## src/rtl/washer_pkg.sv

```systemverilog
// Shared constants for the washer front-panel conditioner: key indices,
// default debounce/beep timing and the released key level.
package washer_pkg;
  localparam int KEY_SELECT = 0;
  localparam int KEY_START  = 1;
  localparam int KEY_EMERG  = 2;
  localparam int NUM_KEYS   = 3;

  localparam int DB_CYCLES_DEF   = 3;
  localparam int BEEP_CYCLES_DEF = 4;

  localparam logic KEY_RELEASED = 1'b1;

  typedef logic [NUM_KEYS-1:0] key_vec_t;
endpackage

```

## src/rtl/key_debounce.sv

```systemverilog
// One panel key: 2-flop synchronizer, stability counter and debounced level.
// key_armed stays low after reset until the key has been seen released.
module key_debounce
  import washer_pkg::*;
#(
  parameter int DB_CYCLES = DB_CYCLES_DEF
) (
  input  logic clk,
  input  logic rst_n,
  input  logic key_raw,
  output logic key_db,
  output logic key_armed
);
  localparam int CW = (DB_CYCLES > 1) ? $clog2(DB_CYCLES) : 1;
  localparam logic [CW-1:0] CNT_LAST = CW'(DB_CYCLES - 1);

  logic          sync1_q, sync2_q;
  logic          db_q, db_d;
  logic          armed_q, armed_d;
  logic [1:0]    fill_q, fill_d;
  logic [CW-1:0] cnt_q, cnt_d;

  always_comb begin
    db_d  = db_q;
    cnt_d = '0;
    if (sync2_q != db_q) begin
      if (cnt_q == CNT_LAST) begin
        db_d = sync2_q;
      end else begin
        cnt_d = cnt_q + 1'b1;
      end
    end
    // sync2 only reflects the pin once the reset values have shifted out
    fill_d  = {fill_q[0], 1'b1};
    armed_d = armed_q | (fill_q[1] & sync2_q);
  end

  always_ff @(posedge clk or negedge rst_n) begin
    if (!rst_n) begin
      sync1_q <= KEY_RELEASED;
      sync2_q <= KEY_RELEASED;
      db_q    <= KEY_RELEASED;
      cnt_q   <= '0;
      fill_q  <= '0;
      armed_q <= 1'b0;
    end else begin
      sync1_q <= key_raw;
      sync2_q <= sync1_q;
      db_q    <= db_d;
      cnt_q   <= cnt_d;
      fill_q  <= fill_d;
      armed_q <= armed_d;
    end
  end

  assign key_db    = db_q;
  assign key_armed = armed_q;
endmodule

```

## src/rtl/washer_panel.sv

```systemverilog
// Front-panel key conditioner and buzzer driver for the washer controller.
// Define WASHER_PANEL_BEEP_EN to add a key-click on accepted select/start presses.
module washer_panel
  import washer_pkg::*;
#(
  parameter int DB_CYCLES   = DB_CYCLES_DEF,
  parameter int BEEP_CYCLES = BEEP_CYCLES_DEF
) (
  input  logic clk,
  input  logic rst,
  input  logic key_select_raw,
  input  logic key_start_raw,
  input  logic key_emerg_raw,
  input  logic done,
  input  logic alarm,
  output logic select,
  output logic start,
  output logic emergency,
  output logic buzzer
);
  localparam int BW = (BEEP_CYCLES > 1) ? $clog2(BEEP_CYCLES) : 1;
  localparam logic [BW-1:0] BEEP_LAST = BW'(BEEP_CYCLES - 1);

  key_vec_t      key_raw, key_db, key_armed, press;
  key_vec_t      prev_q, prev_d;
  logic          select_q, select_d;
  logic          start_q, start_d;
  logic          emergency_q, emergency_d;
  logic          buzzer_q, buzzer_d;
  logic          alarm_q;
  logic          start_tog, click_on;
  logic [BW-1:0] beep_cnt_q, beep_cnt_d;

  assign key_raw[KEY_SELECT] = key_select_raw;
  assign key_raw[KEY_START]  = key_start_raw;
  assign key_raw[KEY_EMERG]  = key_emerg_raw;

  for (genvar g = 0; g < NUM_KEYS; g++) begin : g_key
    key_debounce #(.DB_CYCLES(DB_CYCLES)) u_key (
      .clk      (clk),
      .rst_n    (rst),
      .key_raw  (key_raw[g]),
      .key_db   (key_db[g]),
      .key_armed(key_armed[g])
    );
  end

  assign press = key_armed & prev_q & ~key_db;

  // Rules see the emergency level being registered this edge, so a stop
  // clears start in the same cycle emergency drops.
  always_comb begin
    prev_d      = key_db;
    emergency_d = key_db[KEY_EMERG];
    select_d    = press[KEY_SELECT] & ~start_q & emergency_d;
    start_tog   = press[KEY_START] & emergency_d;
    if (!emergency_d || done) begin
      start_d = 1'b0;
    end else begin
      start_d = start_q ^ start_tog;
    end
  end

  always_comb begin
    beep_cnt_d = beep_cnt_q;
    buzzer_d   = click_on;
    if (alarm) begin
      if (!alarm_q) begin
        buzzer_d   = 1'b1;
        beep_cnt_d = BEEP_LAST;
      end else if (beep_cnt_q == '0) begin
        buzzer_d   = ~buzzer_q;
        beep_cnt_d = BEEP_LAST;
      end else begin
        buzzer_d   = buzzer_q;
        beep_cnt_d = beep_cnt_q - 1'b1;
      end
    end
  end

`ifdef WASHER_PANEL_BEEP_EN
  logic          click_start;
  logic [BW-1:0] click_cnt_q, click_cnt_d;

  // The press cycle itself is the first click cycle; the counter covers the rest.
  always_comb begin
    click_start = select_d | (start_tog & ~done);
    click_on    = click_start | (click_cnt_q != '0);
    if (click_start) begin
      click_cnt_d = BEEP_LAST;
    end else if (click_cnt_q != '0) begin
      click_cnt_d = click_cnt_q - 1'b1;
    end else begin
      click_cnt_d = click_cnt_q;
    end
  end

  always_ff @(posedge clk or negedge rst) begin
    if (!rst) begin
      click_cnt_q <= '0;
    end else begin
      click_cnt_q <= click_cnt_d;
    end
  end
`else
  assign click_on = 1'b0;
`endif

  always_ff @(posedge clk or negedge rst) begin
    if (!rst) begin
      prev_q      <= {NUM_KEYS{KEY_RELEASED}};
      select_q    <= 1'b0;
      start_q     <= 1'b0;
      emergency_q <= KEY_RELEASED;
      buzzer_q    <= 1'b0;
      alarm_q     <= 1'b0;
      beep_cnt_q  <= '0;
    end else begin
      prev_q      <= prev_d;
      select_q    <= select_d;
      start_q     <= start_d;
      emergency_q <= emergency_d;
      buzzer_q    <= buzzer_d;
      alarm_q     <= alarm;
      beep_cnt_q  <= beep_cnt_d;
    end
  end

  assign select    = select_q;
  assign start     = start_q;
  assign emergency = emergency_q;
  assign buzzer    = buzzer_q;
endmodule

```

## config.mk

```make
export PLATFORM = sky130hd
export DESIGN_NAME = washer_panel
export DESIGN_NICKNAME = d
export VERILOG_FILES = /design/src/rtl/washer_pkg.sv /design/src/rtl/key_debounce.sv /design/src/rtl/washer_panel.sv
export SDC_FILE = /design/constraint.sdc
export NUM_CORES = 1
export LEC_CHECK = 0
export CAP_MARGIN = 20
export CORE_MARGIN = 10
export CORE_UTILIZATION = 48
export DETAILED_ROUTE_END_ITERATION = 16
export PLACE_DENSITY = 0.71
export SLEW_MARGIN = 10
export SYNTH_ARGS = -nofsm -noshare
export SYNTH_HDL_FRONTEND = slang
export SYNTH_HIERARCHICAL = 1
export SYNTH_SLANG_ARGS = --single-unit
```

## constraint.sdc

```tcl
create_clock -name clk -period 1.3 [get_ports clk]
set_input_delay 0.26 -clock clk [delete_from_list [all_inputs] [get_ports clk]]
set_output_delay 0.26 -clock clk [all_outputs]
set_load 0.02 [all_outputs]
```

# ---- After elaboration in Yosys (flattened, before gate mapping)
# Cells that the tools add are included.
dict set report op_classes {
  reduce_logical 6
  bitwise 13
  add_sub_neg 4
  muxes 12
  eq_ne 7
}
# op count
set op_table {}
lappend op_table {{two-way mux 2 bit} 8}
lappend op_table {{adder 2 x 1 -> 2 bit, second input constant} 3}
lappend op_table {{equality test 2 bit, second input constant} 3}
lappend op_table {{AND reduction 2 bit} 3}
lappend op_table {{AND 1 bit} 5}
lappend op_table {{AND 2 bit} 2}
lappend op_table {{two-way mux 1 bit} 4}
lappend op_table {{!= test 1 bit} 3}
lappend op_table {{!= test 3 x 2 -> 1 bit, second input constant} 1}
lappend op_table {{logical NOT 2 bit} 1}
lappend op_table {{NOT 1 bit} 2}
lappend op_table {{NOT 2 bit} 1}
lappend op_table {{OR 1 bit} 2}
lappend op_table {{subtractor 2 x 1 -> 2 bit, second input constant} 1}
lappend op_table {{logical NOT 1 bit} 1}
lappend op_table {{logical OR 1 bit} 1}
lappend op_table {{XOR 1 bit} 1}
dict set report totals {
  regBits 30
  inputBits 7
  out_inout_bits 4
}

# ---- Depth between registers and ports, before layout
dict set report depth {
  depth_word 5
  ltp_mapped 4
}

# ---- Hierarchy
# The synthesis kept the hierarchy.
# module cells_each area_each_um2 n_inst
set modules_own_cells {}
lappend modules_own_cells {key_debounce 15 259.0 3}
lappend modules_own_cells {washer_panel 24 334.1 1}

# ---- Least setup slack after synthesis
# No wires, ideal clock.
dict set report synth_timing {
  path_type {register -> register}
  startpoint {register g_key[2].u_key.db_q}
  endpoint {register start_q (netlist: start)}
  setup_ns 0.079
  stages_incl_launch_ff 3
  path_buffers 0
  t_arrival_ns 0.988
  setup_slack_ns 0.233
  required_time_ns 1.221
  period_less_slack_ns 1.067
  path_cell_list {dfstp_2 > or3b_1 > mux2i_1}
}
dict set report synth_via {
  elab_chain_len 3
  elab_cells_between_ends 5
  classes_between {1 x mux; 2 x bitwise; 2 x reduce/logical}
}
# element line
set synth_lines {}
lappend synth_lines {{start: declaration} key_debounce.sv:18} ;# logic db_q, db_d;
lappend synth_lines {{start signal: assignment} key_debounce.sv:42} ;# db_q <= KEY_RELEASED;
lappend synth_lines {{start signal: assignment} key_debounce.sv:49} ;# db_q <= db_d;
lappend synth_lines {{AND 1 bit / logical NOT 1 bit (equally long branches)} {washer_panel.sv:56, washer_panel.sv:57}}
lappend synth_lines {{XOR 1 bit / logical OR 1 bit (equally long branches)} {washer_panel.sv:60, washer_panel.sv:57}}
lappend synth_lines {{two-way mux 1 bit *} washer_panel.sv:57} ;# if (!emergency_d || done) begin
lappend synth_lines {{named net start_d} washer_panel.sv:27} ;# logic start_q, start_d;
lappend synth_lines {{end signal: assignment} washer_panel.sv:121} ;# start_q <= start_d;
lappend synth_lines {{end: declaration} washer_panel.sv:27}
# The timed path passes the listed nets; every way through them passes the cells marked *.
# A chain may end at the register's enable or synchronous reset.

# ---- Worst setup path after layout
dict set report layout_timing {
  startpoint {register buzzer_q (netlist: buzzer)}
  endpoint {output buzzer}
}
# element line
set layout_rtl {}
lappend layout_rtl {{start: declaration} washer_panel.sv:29} ;# logic buzzer_q, buzzer_d;
lappend layout_rtl {{start signal: assignment} washer_panel.sv:123} ;# buzzer_q <= buzzer_d;
lappend layout_rtl {{end: declaration} washer_panel.sv:19} ;# output logic buzzer
# No word-level cell between the ends.

==> results.yml <==
outcome:
  outcome: "complete, no violations"
grt:
  grt.total_usage_pct: 7.60
  use_met2_pct: 10.8
  grt.overflow.total: 0
  top_usage_layer: "met2"
  grt_pass1_vias: 589
  grt_pass1_wl_um: 2440
  grt_max_degree: 31
  met3_usage_pct: 5.42
  met1_usage_pct: 7.95
  antenna_found_initial: 0
place:
  gp_congestion: 0.617
  hpwlAfterDp_um: 898
  pre_cts_ws_ps: -46.7
  dp.cells: 103
  placed_area_um2: 1180
  io_buffers: 10
critical_path:
  r2r_setup_slack_ps: 180
  path_buf_inv: 1
  cp_max_fo: 2
  path_cells: "clkdlybuf4s15_1"
  cp.required_ps: 1040
  path_class: "reg2out"
  critPathCaptureType: "output pin"
  crit_path_top_delay_cell: "dfrtp_1"
  r2r-start: "g_key[2].u_key/key_db"
  start_kind: "flip-flop"
  cpPeakStageDelay_ps: 390
  worst_ep_arrival_time_ps: 990
  critPathLaunch: "buzzer"
  cpLargestDelayFamily: "flip-flops"
sta:
  setup_viol: 0
  worst_slack_ps: 51.3
  final.min_clock_period_ps: 1250
  finalMaxSlewViolations: 0
  fin_worst_skew_ps: 6.71
  rsz0062_at_grt: "false"
  post-route-period-util_pct: 96.1
  hold_viol: 0
  fmax_mhz: 801
clock_tree:
  cts_root_buf: "clkbuf_4"
  cts_htree_levels: 2
  cts_made_buffers: 5
  cts_tree: "built"
  clk_pin_slew_ps: 80
  clk_latency_ps: 310
  clock_path_buffers: 2
  cts.sinks: 30
routing:
  drtIter0Drc: 13
  vias: 509
  drc: 0
  final_antenna_net_count: 0
  wl_per_cell_um: 11.6
  wirelength_um: 1270
  drt-pass1-iter-count: 4
  avgViaCountPerCell: 4.63
layout:
  fill_cells: 169
  final_util_pct: 61.6
  fin_area_um2: 1230
  antenna_cells: 0
  area_growth_pct: 20.5
  fin_cells: 110
  fin_nets: 91
  layout-drive-gt1-share_pct: 31.3
logic_synthesis:
  postSynthAreaPerCell_um2: 16.0
  synth.cell_area_um2: 1020
  synthesis.instances: 64
  syn_nets: 72
  yosysWarnings: 6
power:
  p_leak_nw: 0.545
  power_w: 0.00238
  power.density_nw_per_um2: 1930
  ir_drop_uv: 1020
run:
  max-cap-violations: 0
floorplan:
  initial_core_util_pct: 51.1
  fp.dieH_um: 66.2
  die_w_um: 66.2
  io_pins: 11
  rows: 16
  die-area_um2: 4380
  coreArea_um2: 2000
worst_hold_path:
  hold_path.class: "in2async"
-- sequential cells by signal, summed over array words and instances (netlist names) --
signal / count
alarm_q: 1
beep_cnt_q: 2
buzzer: 1
emergency: 1
g_key.u_key/cnt_q: 6
g_key.u_key/fill_q: 4
g_key.u_key/key_armed: 2
g_key.u_key/key_db: 3
g_key.u_key/sync1_q: 3
g_key.u_key/sync2_q: 3
prev_q: 2
select: 1
start: 1
-- timing repair --
| action | CTS | global route |
|---|---|---|
| gates resized for setup | 9 | 0 |
| buffers inserted | 0 | 0 |
| hold buffers | 0 | 0 |
| setup endpoints to repair | 4 | 0 |
-- where the power goes --
group / total [W] / internal, W / switching, W
sequential: 0.00137 / 0.00123 / 0.000143
combinational: 0.000481 / 0.000283 / 0.000198
clock: 0.000525 / 0.000255 / 0.000271
total: 0.00238 / 0.00177 / 0.000612
-- area by class of cell --
class | instances | area (um^2) | area share [%]
sequential | 30 | 766 | 62.1
clock buffer | 7 | 55.1 | 4.46
tap | 27 | 33.8 | 2.74
timing repair buffer | 12 | 121 | 9.84
inverter | 2 | 7.51 | 0.609
multi-input combinational | 32 | 250 | 20.3
-- layout by cell type, fill, tap and decap left out --
master / instances
nand2b_1: 3
nor3_1: 3
buf_12: 1
or3b_1: 1
nor2_1: 2
a21o_2: 2
o21a_1: 1
dfrtp_1: 18
inv_1: 2
a31oi_1: 1
a21boi_0: 1
buf_4: 1
conb_1: 2
clkbuf_1: 1
mux2_4: 3
clkdlybuf4s15_1: 2
nand3_1: 1
xnor2_1: 4
clkbuf_4: 5
ha_1: 1
buf_2: 1
clkbuf_8: 1
dlygate4sd2_1: 1
and4_1: 1
nand3b_1: 2
clkdlybuf4s50_1: 6
nor3b_1: 3
mux2i_1: 1
dfstp_2: 12
-- stage by stage --
step	setup TNS [ps]	hold WS, ps
after floorplan	0	-35.6
after global placement	-46.8	333
after detailed placement	-46.7	335
after CTS	0	297
after global routing	0	308
final	0	301
-- worst paths after layout --
check / to / cells after the start
hold / removal: g_key[1].u_key/fill_q[0] / 2
max in group asynchronous: prev_q[0] / 2
min in group clk: g_key[0].u_key/sync1_q / 1
setup reg to reg: start / 2
setup / recovery: buzzer / 1
hold reg to reg: g_key[0].u_key/fill_q[1] / 0
-- metal layers --
layer / vias to the layer above / wire length, um
met1: 245 / 536
met5: - / 0
li1: 247 / -
met2: 15 / 602
met3: 2 / 119
met4: 0 / 13
Power figures use the tool's default switching activity.
==> RTL edit 1, RTL diff (same flow settings) <==
Change the package constant `BEEP_CYCLES_DEF` from 4 to 8.
--- a/src/rtl/washer_pkg.sv
+++ b/src/rtl/washer_pkg.sv
@@ -8,5 +8,5 @@
 
   localparam int DB_CYCLES_DEF   = 3;
-  localparam int BEEP_CYCLES_DEF = 4;
+  localparam int BEEP_CYCLES_DEF = 8;
 
   localparam logic KEY_RELEASED = 1'b1;
Check against the original RTL: not equivalent (Yosys sat finds a counterexample within 10 cycles, from zero or initial values and one cycle with rst low).
==> RTL edit 1 against the original RTL <==
- area after synthesis increased by 5.9%
- power rose by 5.4%
- sequential cell count up 1
- maximum frequency is 0.38% lower
- routed wire length up 12%
- setup slack worse by 0.0048 ns
- final area rose by 5.4%
- sequential power is 3% higher
- synthesized cell count grew 11%
- non-clock buffer count is the same
- first-iteration DRC count grew 15%
- largest power group unchanged
==> RTL edit 1: results (changes against the original RTL) <==
| Metric | Value |
|---|---|
| Largest net degree at the start of global routing | 32 (+3.2%) |
| Placed Instances | 111 (+7.8%) |
| Syn Inst Count | 71 (+11%) |
| Vias in the first global route | 588 (-0.17%) |
| Critical path's slowest cell | dfstp_2 |
| CTS buffer count | 5 (unchanged) |
| Nets@finish | 99 (+8.8%) |
| Clk_skew | 0.006631 ns (-0.00007558 ns) |
| DR WL/cell | 12.01 um (+3.8%) |
| HP Class | primary input to asynchronous set/reset pin |
| Post-DR vias/cell | 4.824 (+4.2%) |
| I/O Buffers | 10 (unchanged) |
| Clock Tree Buf Depth | 2 (unchanged) |
| Crit path largest cell delay | 0.52 ns (+0.13 ns) |
| DR vias | 574 (+13%) |
| Psw | 0.6442 mW (+5.3%) |
| Iter 0 DRT Violations | 15 (+2) |
| Gr usage total | 7.551% (-0.048 points) |
| Reg clk slew, reported paths | 0.09 ns |
| Sum Neg Setup Slack | 0 ns (unchanged) |
| Leakage | 0.5867 nW (+7.7%) |
| Status | finished, final reports clean |
| Ratio of cells with drive above 1 in the final layout | 31.87% (+0.54 points) |
| Post-cts resize count | 9 (unchanged) |
| Post-synthesis net count | 80 (+11%) |
| Post-CTS setup buffers | 0 (unchanged) |
| TritonRoute pass-1 iters | 4 (unchanged) |
| Biggest regs | g_key.u_key/cnt_q x6, g_key.u_key/fill_q x4 |
| Antenna diode count | 0 (unchanged) |
| DP HPWL | 958 um (+6.7%) |
| Gpl congestion | 0.6258 (+1.4%) |
| Synth warn | 6 (unchanged) |
| # H-tree levels | 2 (unchanged) |
| First-pass GRT wire length | 2.470 mm (+1.4%) |
| Worst skew pair latency | 0.32 ns |
| Clk root buf | clkbuf_4 |
| Crit-path max FO | 1 (-1) |
| WP data arrival | 0.99 ns (about the same) |
| Max IR drop VDD | 0.001024 V (about the same) |
| Initial antenna violation count | 0 (unchanged) |
==> RTL edit 1: layout make-up <==
class	count	area, um2
fillers	188	890.9
well taps	28	35.03
multi-input cells	37	281.5
flip-flops and latches	31	790.8
inverters	3	11.26
clock buffers	8	68.82
repair buffers	12	112.6
==> RTL edit 1: per-layer routing <==
metal / vias to the layer above / routed length, um / global-route usage [%]
met5: - / 0 / 0
met1: 283 / 614 / 8.458
met4: 0 / 45 / 6.923
met3: 6 / 120 / 3.967
li1: 270 / - / -
met2: 15 / 648 / 10.09
==> RTL edit 1: through the flow <==
step           setup WS, ns  area [um2]  utilization, %  total power, mW
6_report            0.04654        1300           59.34            2.508
5_1_grt            0.001546        1300           59.34            2.673
4_1_cts            0.007422        1309           59.74            2.560
3_5_place_dp       -0.05232        1246           56.88            1.956
3_3_place_gp       -0.04699        1246           56.88            1.920
2_1_floorplan        0.2082        1084               -            1.751
==> RTL edit 1: power by group through the flow <==
| stage | combinational (mW) | clock, mW | sequential (mW) |
|---|---|---|---|
| finish | 0.489 | 0.610 | 1.41 |
| global route | 0.546 | 0.681 | 1.45 |
| CTS | 0.504 | 0.641 | 1.42 |
| detailed placement | 0.525 | 0 | 1.43 |
| global placement | 0.505 | 0 | 1.41 |
| floorplan | 0.307 | 0 | 1.44 |
==> RTL edit 1: final timing paths <==
kind	slack (ns)	depth (start not counted)	to	start
hold / removal	0.29	2	g_key[1].u_key/fill_q[1]	rst
min in group clk	0.34	1	g_key[1].u_key/sync1_q	key_start_raw
max in group asynchronous	0.77	2	g_key[2].u_key/sync1_q	rst
setup / recovery	0.05	1	emergency	emergency
setup reg to reg	0.09	5	beep_cnt_q[1]	beep_cnt_q[0]
hold reg to reg	0.35	0	g_key[0].u_key/fill_q[1]	g_key[0].u_key/fill_q[0]
==> RTL edit 2, RTL diff (same settings) <==
Made on the original files. The output `select` loses its register stage (`select_q` becomes a continuous assignment).
--- a/src/rtl/washer_panel.sv
+++ b/src/rtl/washer_panel.sv
@@ -110,5 +110,4 @@
     if (!rst) begin
       prev_q      <= {NUM_KEYS{KEY_RELEASED}};
-      select_q    <= 1'b0;
       start_q     <= 1'b0;
       emergency_q <= KEY_RELEASED;
@@ -118,5 +117,4 @@
     end else begin
       prev_q      <= prev_d;
-      select_q    <= select_d;
       start_q     <= start_d;
       emergency_q <= emergency_d;
@@ -127,4 +125,6 @@
   end
 
+  assign select_q = select_d;
+
   assign select    = select_q;
   assign start     = start_q;
Formal check against the unedited RTL: not equivalent (a bounded check fails within 10 cycles, from zero or initial values and one cycle with rst low).
==> RTL edit 2 against the original RTL <==
- highest routed layer unchanged
- die area decreased by 1.7%
- power is 0.55% higher
- setup slack lost 0.16 ns
- routed wire length up 5.7%
- final area did not move
- area after synthesis shrank 2.4%
- maximum frequency is 11% lower
- via count increased by 2.9%
- the flow now finishes with violations (setup timing)
- sequential cell count is 1 lower
==> RTL edit 2: results (changes against the original RTL) <==
| Metric | Value |
|---|---|
| Status | finished, violations left |
| Violated checks | setup timing |
| DR vias | 524 (+2.9%) |
| CTS buffer count | 5 (unchanged) |
| Leakage | 0.5457 nW (+0.14%) |
| Sum Neg Setup Slack | -0.1039 ns (-0.1039 ns) |
| Reg2Reg Setup Slack | 0.10 ns (-0.08 ns) |
| Setup WS pre-CTS | -0.2556 ns (-0.2089 ns) |
| Reg2Reg Depth | 3 (+1) |
| Clk root buf | clkbuf_4 |
| DP HPWL | 969.8 um (+8.0%) |
| Final setup viols | 1 (+1) |
| Crit path max-delay family | flip-flops |
| Critical path's slowest cell | dfstp_2 |
| Gpl congestion | 0.6380 (+3.4%) |
| Setup slack after layout | -0.1039 ns (-0.1551 ns) |
| Reg2reg end | start |
| Max IR drop VDD | 0.001094 V (+6.7%) |
| WHS | 0.3172 ns (+0.01643 ns) |
| Worst skew pair latency | 0.30 ns |
| Iter 0 DRT Violations | 6 (-7) |
| Syn Inst Count | 63 (-1.6%) |
| Nets@finish | 93 (+2.2%) |
| Max Cap Viol | 0 (unchanged) |
| Antenna diode count | 0 (unchanged) |
| Clk_skew | 0.009317 ns (+0.002610 ns) |
| Reg clk slew, reported paths | 0.09 ns |
| Final WL | 1.345 mm (+5.7%) |
| First-pass GRT wire length | 2.359 mm (-3.1%) |
| Post-cts resize count | 17 (+8) |
| Cell Area, Placed | 0.001182 mm2 (-0.21%) |
| TritonRoute pass-1 iters | 4 (unchanged) |
| Ratio of cells with drive above 1 in the final layout | 37.21% (+5.9 points) |
| Worst setup endpoint | select |
| CP Class | flop to output pin |
| Biggest regs | g_key.u_key/cnt_q x6, g_key.u_key/fill_q x4 |
| Post-DR vias/cell | 4.637 (+0.21%) |
| Placed Instances | 105 (+1.9%) |
| # H-tree levels | 2 (unchanged) |
| I/O Buffers | 10 (unchanged) |
| Gr usage total | 7.374% (-0.23 points) |
| Crit path largest cell delay | 0.53 ns (+0.14 ns) |
| Psw | 0.6110 mW (-0.13%) |
| Vias in the first global route | 571 (-3.1%) |
| Post-synthesis net count | 71 (-1.4%) |
| Largest net degree at the start of global routing | 30 (-3.2%) |
| WP data arrival | 1.14 ns (+0.15 ns) |
RTL edit 2: power groups by stage:
stage               logic (mW)  registers (mW)  clock network (mW)
floorplan                0.318            1.35                   0
detailed placement       0.596            1.32                   0
CTS                      0.583            1.30               0.548
global route             0.634            1.34               0.584
global placement         0.580            1.30                   0
finish                   0.570            1.30               0.522
RTL edit 2: layer usage:
| metal | up-vias | share of wire (%) | wire length [um] | GRT usage (%) |
|---|---|---|---|---|
| met3 | 2 | 4.8 | 65 | 3.898 |
| met5 | - | 0 | 0 | 0 |
| met4 | 0 | 0.97 | 13 | 4.011 |
| met1 | 258 | 45 | 610 | 7.215 |
| met2 | 11 | 49 | 656 | 12.32 |
| li1 | 253 | - | - | - |
RTL edit 2: cell type report:
type                            instances  area, um2
Timing Repair Buffer                   15      142.6
Tap cell                               27      33.78
Multi-Input combinational cell         32      250.2
Fill cell                             175      728.2
Sequential cell                        29      740.7
Clock buffer                            8      58.81
Inverter                                2      7.507
